**src/rtl/div_pkg.sv**
```systemverilog
// Shared definitions for the iterative divider: FSM encoding, default width
// and the quotient reported for a zero divisor.
package div_pkg;

  localparam int DIV_WIDTH = 32;

  typedef enum logic [1:0] {
    IDLE = 2'd0,
    BUSY = 2'd1,
    DONE = 2'd2
  } div_state_t;

  localparam logic [DIV_WIDTH-1:0] DIV_ZERO_QUO = '1;

endpackage

```
**src/rtl/iter_div_unit_if.sv**
```systemverilog
// Request/response bundle between the ALU (master) and the divider (slave).
interface iter_div_unit_if
  import div_pkg::*;
#(
  parameter int WIDTH = DIV_WIDTH
);

  logic             flush;
  logic             req_valid;
  logic             req_ready;
  logic [WIDTH-1:0] req_a;
  logic [WIDTH-1:0] req_b;
  logic             req_signed;
  logic             resp_valid;
  logic             resp_ready;
  logic [WIDTH-1:0] hi;
  logic [WIDTH-1:0] lo;

  modport master (
    output flush, req_valid, req_a, req_b, req_signed, resp_ready,
    input  req_ready, resp_valid, hi, lo
  );

  modport slave (
    input  flush, req_valid, req_a, req_b, req_signed, resp_ready,
    output req_ready, resp_valid, hi, lo
  );

endinterface

```
**src/rtl/div_step.sv**
```systemverilog
// One combinational restoring-division step on {rem,quo}.
// Invariant rem < divisor keeps the shifted remainder below 2*divisor.
module div_step
  import div_pkg::*;
#(
  parameter int WIDTH = DIV_WIDTH
) (
  input  logic [WIDTH-1:0] rem,
  input  logic [WIDTH-1:0] quo,
  input  logic [WIDTH-1:0] divisor,
  output logic [WIDTH-1:0] rem_nxt,
  output logic [WIDTH-1:0] quo_nxt
);

  logic [WIDTH-1:0] shifted_lo;
  logic [WIDTH-1:0] diff;
  logic             borrow;
  logic             ge;

  assign shifted_lo = {rem[WIDTH-2:0], quo[WIDTH-1]};
  assign {borrow, diff} = {1'b0, shifted_lo} - {1'b0, divisor};
  // The dropped top bit of the shifted remainder alone guarantees trial >= 0.
  assign ge = rem[WIDTH-1] | ~borrow;

  assign rem_nxt = ge ? diff : shifted_lo;
  assign quo_nxt = {quo[WIDTH-2:0], ge};

endmodule

```
**src/rtl/iter_div_unit.sv**
```systemverilog
// Iterative restoring divider owning HI/LO; WIDTH steps after accept, divide-by-zero done at accept.
// req_ready only in IDLE, resp_valid held until resp_ready or flush; SIGNED_DIV_EN adds signed divide.
module iter_div_unit
  import div_pkg::*;
#(
  parameter int WIDTH = DIV_WIDTH,
  parameter int CNT_W = $clog2(WIDTH)
) (
  input logic clk,
  input logic rst,
  iter_div_unit_if.slave bus
);

  localparam logic [CNT_W-1:0] LAST_CNT = CNT_W'(WIDTH - 1);
  localparam logic [WIDTH-1:0] ZERO_QUO = {WIDTH{DIV_ZERO_QUO[0]}};

  div_state_t       state;
  logic [WIDTH-1:0] rem;
  logic [WIDTH-1:0] quo;
  logic [WIDTH-1:0] dvsr;
  logic [CNT_W-1:0] cnt;
  logic [WIDTH-1:0] hi_q;
  logic [WIDTH-1:0] lo_q;
  logic             req_ready_q;
  logic             resp_valid_q;

  logic [WIDTH-1:0] rem_nxt;
  logic [WIDTH-1:0] quo_nxt;
  logic [WIDTH-1:0] op_a;
  logic [WIDTH-1:0] op_b;
  logic [WIDTH-1:0] res_hi;
  logic [WIDTH-1:0] res_lo;

`ifdef SIGNED_DIV_EN
  logic neg_a;
  logic neg_q;

  assign op_a   = (bus.req_signed && bus.req_a[WIDTH-1]) ? -bus.req_a : bus.req_a;
  assign op_b   = (bus.req_signed && bus.req_b[WIDTH-1]) ? -bus.req_b : bus.req_b;
  assign res_lo = neg_q ? -quo_nxt : quo_nxt;
  assign res_hi = neg_a ? -rem_nxt : rem_nxt;
`else
  logic unused_signed;

  assign unused_signed = bus.req_signed;
  assign op_a   = bus.req_a;
  assign op_b   = bus.req_b;
  assign res_lo = quo_nxt;
  assign res_hi = rem_nxt;
`endif

  div_step #(.WIDTH(WIDTH)) u_step (
    .rem     (rem),
    .quo     (quo),
    .divisor (dvsr),
    .rem_nxt (rem_nxt),
    .quo_nxt (quo_nxt)
  );

  always_ff @(posedge clk or posedge rst) begin
    if (rst) begin
      state        <= IDLE;
      rem          <= '0;
      quo          <= '0;
      dvsr         <= '0;
      cnt          <= '0;
      hi_q         <= '0;
      lo_q         <= '0;
      req_ready_q  <= 1'b1;
      resp_valid_q <= 1'b0;
`ifdef SIGNED_DIV_EN
      neg_a        <= 1'b0;
      neg_q        <= 1'b0;
`endif
    end else begin
      case (state)
        IDLE: begin
          if (bus.req_valid && !bus.flush) begin
            req_ready_q <= 1'b0;
            if (bus.req_b == '0) begin
              hi_q         <= bus.req_a;
              lo_q         <= ZERO_QUO;
              resp_valid_q <= 1'b1;
              state        <= DONE;
            end else begin
              rem   <= '0;
              quo   <= op_a;
              dvsr  <= op_b;
              cnt   <= '0;
              state <= BUSY;
`ifdef SIGNED_DIV_EN
              neg_a <= bus.req_signed & bus.req_a[WIDTH-1];
              neg_q <= bus.req_signed & (bus.req_a[WIDTH-1] ^ bus.req_b[WIDTH-1]);
`endif
            end
          end
        end
        BUSY: begin
          if (bus.flush) begin
            state       <= IDLE;
            req_ready_q <= 1'b1;
          end else begin
            rem <= rem_nxt;
            quo <= quo_nxt;
            cnt <= cnt + 1'b1;
            if (cnt == LAST_CNT) begin
              hi_q         <= res_hi;
              lo_q         <= res_lo;
              resp_valid_q <= 1'b1;
              state        <= DONE;
            end
          end
        end
        DONE: begin
          if (bus.flush || bus.resp_ready) begin
            state        <= IDLE;
            resp_valid_q <= 1'b0;
            req_ready_q  <= 1'b1;
          end
        end
        default: begin
          state        <= IDLE;
          resp_valid_q <= 1'b0;
          req_ready_q  <= 1'b1;
        end
      endcase
    end
  end

  assign bus.req_ready  = req_ready_q;
  assign bus.resp_valid = resp_valid_q;
  assign bus.hi         = hi_q;
  assign bus.lo         = lo_q;

endmodule

```
**src/flat_wrapper.sv**
```systemverilog
// flat-port wrapper written by rule: the top's interface ports become plain ports
module iter_div_unit_flat import div_pkg::*;
#(
  parameter int WIDTH = DIV_WIDTH,
  parameter int CNT_W = $clog2(WIDTH)
)
  (clk, rst, bus_flush, bus_req_valid, bus_req_a, bus_req_b, bus_req_signed, bus_resp_ready, bus_req_ready, bus_resp_valid, bus_hi, bus_lo);
  iter_div_unit_if #(.WIDTH(WIDTH)) bus_i ();
  input logic clk;
  input logic rst;
  input wire logic [$bits(bus_i.flush)-1:0] bus_flush;
  input wire logic [$bits(bus_i.req_valid)-1:0] bus_req_valid;
  input wire logic [$bits(bus_i.req_a)-1:0] bus_req_a;
  input wire logic [$bits(bus_i.req_b)-1:0] bus_req_b;
  input wire logic [$bits(bus_i.req_signed)-1:0] bus_req_signed;
  input wire logic [$bits(bus_i.resp_ready)-1:0] bus_resp_ready;
  output wire logic [$bits(bus_i.req_ready)-1:0] bus_req_ready;
  output wire logic [$bits(bus_i.resp_valid)-1:0] bus_resp_valid;
  output wire logic [$bits(bus_i.hi)-1:0] bus_hi;
  output wire logic [$bits(bus_i.lo)-1:0] bus_lo;
  assign bus_i.flush = bus_flush;
  assign bus_i.req_valid = bus_req_valid;
  assign bus_i.req_a = bus_req_a;
  assign bus_i.req_b = bus_req_b;
  assign bus_i.req_signed = bus_req_signed;
  assign bus_i.resp_ready = bus_resp_ready;
  assign bus_req_ready = bus_i.req_ready;
  assign bus_resp_valid = bus_i.resp_valid;
  assign bus_hi = bus_i.hi;
  assign bus_lo = bus_i.lo;
  iter_div_unit #(.WIDTH(WIDTH), .CNT_W(CNT_W)) u_core (.clk(clk), .rst(rst), .bus(bus_i));
endmodule
```
**config.mk**
```make
export PLATFORM = sky130hd
export DESIGN_NAME = iter_div_unit_flat
export DESIGN_NICKNAME = d
export VERILOG_FILES = /design/src/rtl/div_pkg.sv /design/src/rtl/iter_div_unit_if.sv /design/src/rtl/div_step.sv /design/src/rtl/iter_div_unit.sv /design/src/flat_wrapper.sv
export SDC_FILE = /design/constraint.sdc
export NUM_CORES = 1
export LEC_CHECK = 0
export BUFFER_PORTS_ARGS = -buffer_cell sky130_fd_sc_hd__buf_4
export CORE_ASPECT_RATIO = 1.1
export CORE_MARGIN = 1
export CORE_UTILIZATION = 59
export CTS_BUF_LIST = sky130_fd_sc_hd__clkbuf_8
export DETAILED_ROUTE_END_ITERATION = 16
export PLACE_DENSITY = 0.81
export REMOVE_ABC_BUFFERS = 1
export SKIP_CTS_REPAIR_TIMING = 1
export SYNTH_ARGS = -nofsm -noshare
export SYNTH_HDL_FRONTEND = slang
export SYNTH_SLANG_ARGS = --single-unit
```
**constraint.sdc**
```tcl
create_clock -name clk -period 5.6 [get_ports clk]
set_clock_uncertainty 0.15 [all_clocks]
set_input_delay 0 -clock clk [delete_from_list [all_inputs] [get_ports clk]]
set_output_delay 0 -clock clk [all_outputs]
set_load 0.05 [all_outputs]
```
-- After elaboration in Yosys (flattened, before gate mapping)
Index checks and enable logic that the tools add are counted.
- $add $sub $neg: 2
- eq/ne operators: 11
- mux-type cells: 39
- bitwise logic cells: 3
- reductions and logical operators: 12
- operator list (cell ; number):
    $mux W32 ; 15
    $pmux W32 S2 ; 4
    $sub A32 B32 Y33 ; 1
    $logic_not A32 Y1 ; 1
    $mux W5 ; 3
    $mux W2 ; 5
    $pmux W5 S2 ; 1
    $reduce_and A5 Y1 ; 2
    $reduce_and A3 Y1 ; 3
    $mux W1 ; 8
    $ne A2 B1 Y1 const B ; 4
    $ne A2 B2 Y1 const B ; 3
    $pmux W1 S3 ; 2
    $pmux W2 S3 ; 1
    $add A5 B1 Y5 const B ; 1
    $eq A5 B5 Y1 const B ; 1
    $reduce_and A4 Y1 ; 1
    $ne A3 B2 Y1 const B ; 1
    $eq A2 B1 Y1 const B ; 1
    $eq A2 B2 Y1 const B ; 1
    $logic_not A2 Y1 ; 1
    $not A1 Y1 ; 2
    $reduce_bool A2 Y1 ; 1
    $logic_and A1 B1 Y1 ; 1
    3 further kinds ; 3
- bits in registers: 169
- input port bits: 70
- word-level logic and storage cells: 76

-- Longest topological paths before layout
- depth after elaboration: 7
- depth in mapped cells: 14
- gate-level depth less buffers: 12

-- Modules after synthesis
Synthesis repeated with hierarchy kept, for this count alone.
- cells, all modules: 966
- area, all modules: 9278.9 um^2
- modules (own cells, without submodules) (module ; times used ; cells each ; area each (um^2)):
    iter_div_unit ; 1 ; 600 ; 6927.9
    div_step ; 1 ; 366 ; 2351.0

-- Worst setup path before layout
No wires, ideal clock.
- kind: register -> register
- start point: reg u_core.rem[16]
- end point: reg u_core.hi_q[19], in the netlist u_core.bus.hi[19]
- arrival time: 2984 ps
- path slack: 2341 ps
- stages on the path, launching flop included: 13
- buffers on the path: 2
- clock period less this slack: 3259 ps
- cell sequence: dfrtp_1 ha_1 buf_6 a21o_1 a311o_1 a211oi_2 nor2_1 or4_4 a31oi_4 buf_4 mux2i_1 o21ai_0 mux2_2
- word-level cells in the longest chain between the ends: 7
- RTL lines (what ; RTL line ; text):
    from (decl) ; iter_div_unit.sv:18 ; logic [WIDTH-1:0] rem;
    from (signal assigned) ; iter_div_unit.sv:103 ; rem <= rem_nxt;
    $sub A32 B32 Y33 * ; div_step.sv:21 ; assign {borrow, diff} = {1'b0, shifted_lo} - {1'b0, divisor};
    $not A1 Y1 ; div_step.sv:23 ; assign ge = rem[WIDTH-1] | ~borrow;
    $or A1 B1 Y1 ; div_step.sv:23 ;
    $mux W32 * ; div_step.sv:25 ; assign rem_nxt = ge ? diff : shifted_lo;
    $mux W32 * ; iter_div_unit.sv:106 ; if (cnt == LAST_CNT) begin
    $mux W32 * ; iter_div_unit.sv:99 ; if (bus.flush) begin
    $pmux W32 S2 * ; iter_div_unit.sv:76 ; case (state)
    to (signal assigned) ; iter_div_unit.sv:81 ; hi_q <= bus.req_a;
    to (signal assigned) ; iter_div_unit.sv:107 ; hi_q <= res_hi;
    to (decl) ; iter_div_unit.sv:22 ; logic [WIDTH-1:0] hi_q;
Mark *: on every way between the ends. The rest lies on a longest branch, timed or not. The select of a mux whose other input is x is not followed.
A chain may end at the register's enable or synchronous reset.

-- Worst setup path after layout
- start point: reg u_core.rem[14]
- end point: reg u_core.hi_q[10], in the netlist u_core.bus.hi[10]
- word-level cells in the longest chain between the ends: 7
- RTL lines (what ; RTL line):
    $sub A32 B32 Y33 ; div_step.sv:21
    $not A1 Y1 ; div_step.sv:23
    $or A1 B1 Y1 ; div_step.sv:23
    $mux W32 ; div_step.sv:25
    $mux W32 ; iter_div_unit.sv:106
    $mux W32 ; iter_div_unit.sv:99
    $pmux W32 S2 ; iter_div_unit.sv:76
No other way between the ends. The select of a mux whose other input is x is not followed.

==> flow_summary.json <==
{
  "dpl_cell_area_mm2": 0.0102,
  "syn-cell-area_mm2": 0.00913,
  "grt_max_degree": 114,
  "end_kind": "flop",
  "hpwl_um": 14800,
  "drc": 0,
  "cts-root-buf": "clkbuf_8",
  "startpoint": "u_core.rem[14]",
  "grt_usage_pct": 28.5,
  "maxCapViolations": 0,
  "crit_type": "reg -> reg",
  "drive_gt1_share_pct": 20.2,
  "vias_per_cell": 5.86,
  "dieArea_mm2": 0.0160,
  "synth_ff_type": "dfrtp_1",
  "die_w_um": 121,
  "setup_violations": 0,
  "grt_overflow_total": 0,
  "clockBufferDepth": 2,
  "syn_inst": 1005,
  "ys_ff_latch": 169,
  "synth_top_family_by_area": "compound AO/OA/AOI/OAI gates",
  "cts_tree": "yes",
  "synth_compound_area_share_pct": 18.2,
  "synthMuxAreaShare_pct": 6.76,
  "fin_ws_ns": 1.36,
  "multi_input_area_mm2": 0.00447,
  "antenna_found_initial": 0,
  "drv_slew": 0,
  "regArea_mm2": 0.00423,
  "path_depth": 11,
  "area_growth_pct": 23.4,
  "ys_types": 67,
  "async_flop_share_pct": 100,
  "final_common_cell": "nand2_1",
  "worst_ep_required_time_ns": 5.75,
  "slew-limit-headroom_pct": 32.1,
  "drt_pre_antenna_iters": 6,
  "hold_slack_ns": 0.125,
  "hold_viol": 0,
  "wl_um": 23100,
  "cp_top_family": "compound AO/OA/AOI/OAI gates",
  "post-route-period-util_pct": 75.8,
  "mostFrequentLayoutCells": "210 x nand2_1, 168 x dfrtp_1, 142 x buf_4, 81 x o21ai_0, 73 x nor2_1",
  "synth_fa_ha_area_share_pct": 4.88,
  "fillCellCount": 1125,
  "period_needed_ns": 4.24,
  "vias": 8087,
  "cp.arrival_ns": 4.39,
  "rr_worst_depth": 11,
  "synth_xor_area_share_pct": 2.21,
  "drt_iter0_drc": 573,
  "clk_latency_ns": 0.48,
  "min_path_type": "in -> async",
  "p_per_area_mw_per_mm2": 338,
  "worstPathCellList": "ha_1 > a21o_1 > a311o_1 > a211oi_2 > nor2_1 > or4_4 > a31oi_4 > buf_4 > mux2_2 > nand2_1 > a31oi_1",
  "reg2reg_slack_ns": 1.36,
  "cts_buffers": 17,
  "die_h_um": 132,
  "place_congestion": 0.907,
  "outcome": "finished clean",
  "coreArea_mm2": 0.0151,
  "synth.avg_cell_area_um2": 9.08,
  "grt_pass1_wl_um": 35800,
  "vdd_drop_max_mv": 0.218,
  "synth_warnings": 0,
  "yosysSeqAreaShare_pct": 46.4,
  "worst-path-buf-inv": 1,
  "htreeDepth": 4,
  "clk_pin_slew_ns": 0.09,
  "rsz0062_at_grt": "false",
  "r2r_end": "u_core.bus.hi[10]",
  "nets": 1278,
  "dpl_worst_slack_ns": 1.46,
  "wl_per_cell_um": 16.7,
  "clock_sinks": 169,
  "antenna_left": 0,
  "startpoint_type": "flop",
  "ios": 136,
  "stdcell_area_mm2": 0.0113,
  "start_util_pct": 60.6,
  "worstPathMaxFanout": 28,
  "synth_edf_count": 0,
  "power.leakage_nw": 5.56,
  "port_buffers": 134,
  "rows": 47,
  "crit_path_end": "u_core.bus.hi[10]",
  "rr_startpoint": "u_core.rem[14]",
  "worst_pin_slew_ns": 1.02,
  "utilization_pct": 74.8,
  "total_power_w": 0.00380,
  "antenna_cells": 0,
  "max_freq_mhz": 236,
  "max_stage_delay_ns": 0.65,
  "crit_slowest_cell": "a31oi_4",
  "synthSimpleGateAreaFrac_pct": 16.7,
  "grt_pass1_vias": 7261
}
power breakdown:
group	switching [W]	total [W]	internal [W]	leakage (nW)
combinational	0.000819	0.00145	0.000633	3.24
clock	0.000447	0.000868	0.000421	0.204
sequential	0.000113	0.00149	0.00137	2.12
total	0.00138	0.00380	0.00243	5.56
routing by layer:
layer  up-vias  routed length [um]  GRT usage [%]
li1       3851                   -              -
met1      3933               10100           38.2
met2       259               11300           46.6
met3        44                1100           4.78
met4         0                 510           10.2
met5         -                   0              0
worst register-to-register path: cells and delay by family (launching register included):
family                     cells  cell delay, ns
DFF                            1            0.40
AOI/OAI and AO/OA              5            1.58
muxes                          1            0.39
adders and majority gates      1            0.39
buffers and inverters          1            0.45
and+or+nand+nor                3            0.71
state kept, by name (all words and copies together), names as in the netlist:
name                   count
u_core.bus.req_ready       1
u_core.state               2
u_core.bus.hi             32
u_core.quo                32
u_core.cnt                 5
u_core.bus.lo             32
u_core.bus.resp_valid      1
u_core.dvsr               32
u_core.rem                32
cell type report:
class,count,area share (%)
multi-input combinational,730,39.7
tap,196,2.18
clock buffer,20,2.44
inverter,44,1.51
sequential,169,37.6
clock inverter,11,0.945
timing repair buffer,211,15.6
synthesized netlist by cell type (4+ instances only):
cell	count	area, um2
nor2b_1	4	25.0
clkbuf_1	55	206
and2_1	7	43.8
buf_6	4	45.0
ha_1	34	425
o21ai_0	81	405
nor4_1	10	62.6
xnor2_1	14	123
mux2_2	49	552
a21oi_1	31	155
a21o_1	20	150
a31oi_1	63	394
mux2i_1	5	50.1
or3_1	6	37.5
a211oi_1	5	37.5
nor3_1	6	30.0
nand4_1	4	25.0
nand2_1	211	792
and3_1	6	37.5
o221ai_1	5	43.8
o21a_1	4	30.0
nand2b_1	10	62.6
o211ai_1	4	30.0
dfrtp_1	168	4200
inv_1	44	165
nor2_1	73	274
xor2_1	9	78.8
nand3_1	13	65.1
o31ai_1	5	37.5
how the worst min path moves through the flow:
stage	from	to	slack (ns)	cells after the start
finish	rst	u_core.bus.resp_valid	0.13	3
floorplan	bus_flush	u_core.state[1]	-0.08	1
CTS	bus_flush	u_core.state[1]	-0.46	2
global route	bus_req_b[18]	u_core.dvsr[18]	0.17	3
detailed placement	bus_flush	u_core.state[1]	0.06	2
global placement	bus_flush	u_core.state[1]	0.06	2
stage by stage:
stage	instances	TNS, ns
global route	1381	0
finish	1381	0
CTS	1312	0
detailed placement	1281	0
global placement	1281	0
floorplan	943	-42.61
kinds of logic after synthesis:
kind of cell / Yosys count
AOI/OAI and AO/OA: 258
DFF: 169
adders and majority gates: 35
and+or+nand+nor: 359
xor gates and xnor gates: 23
buffers and inverters: 106
muxes: 55
Note: power is estimated with default switching activity, not from simulation.
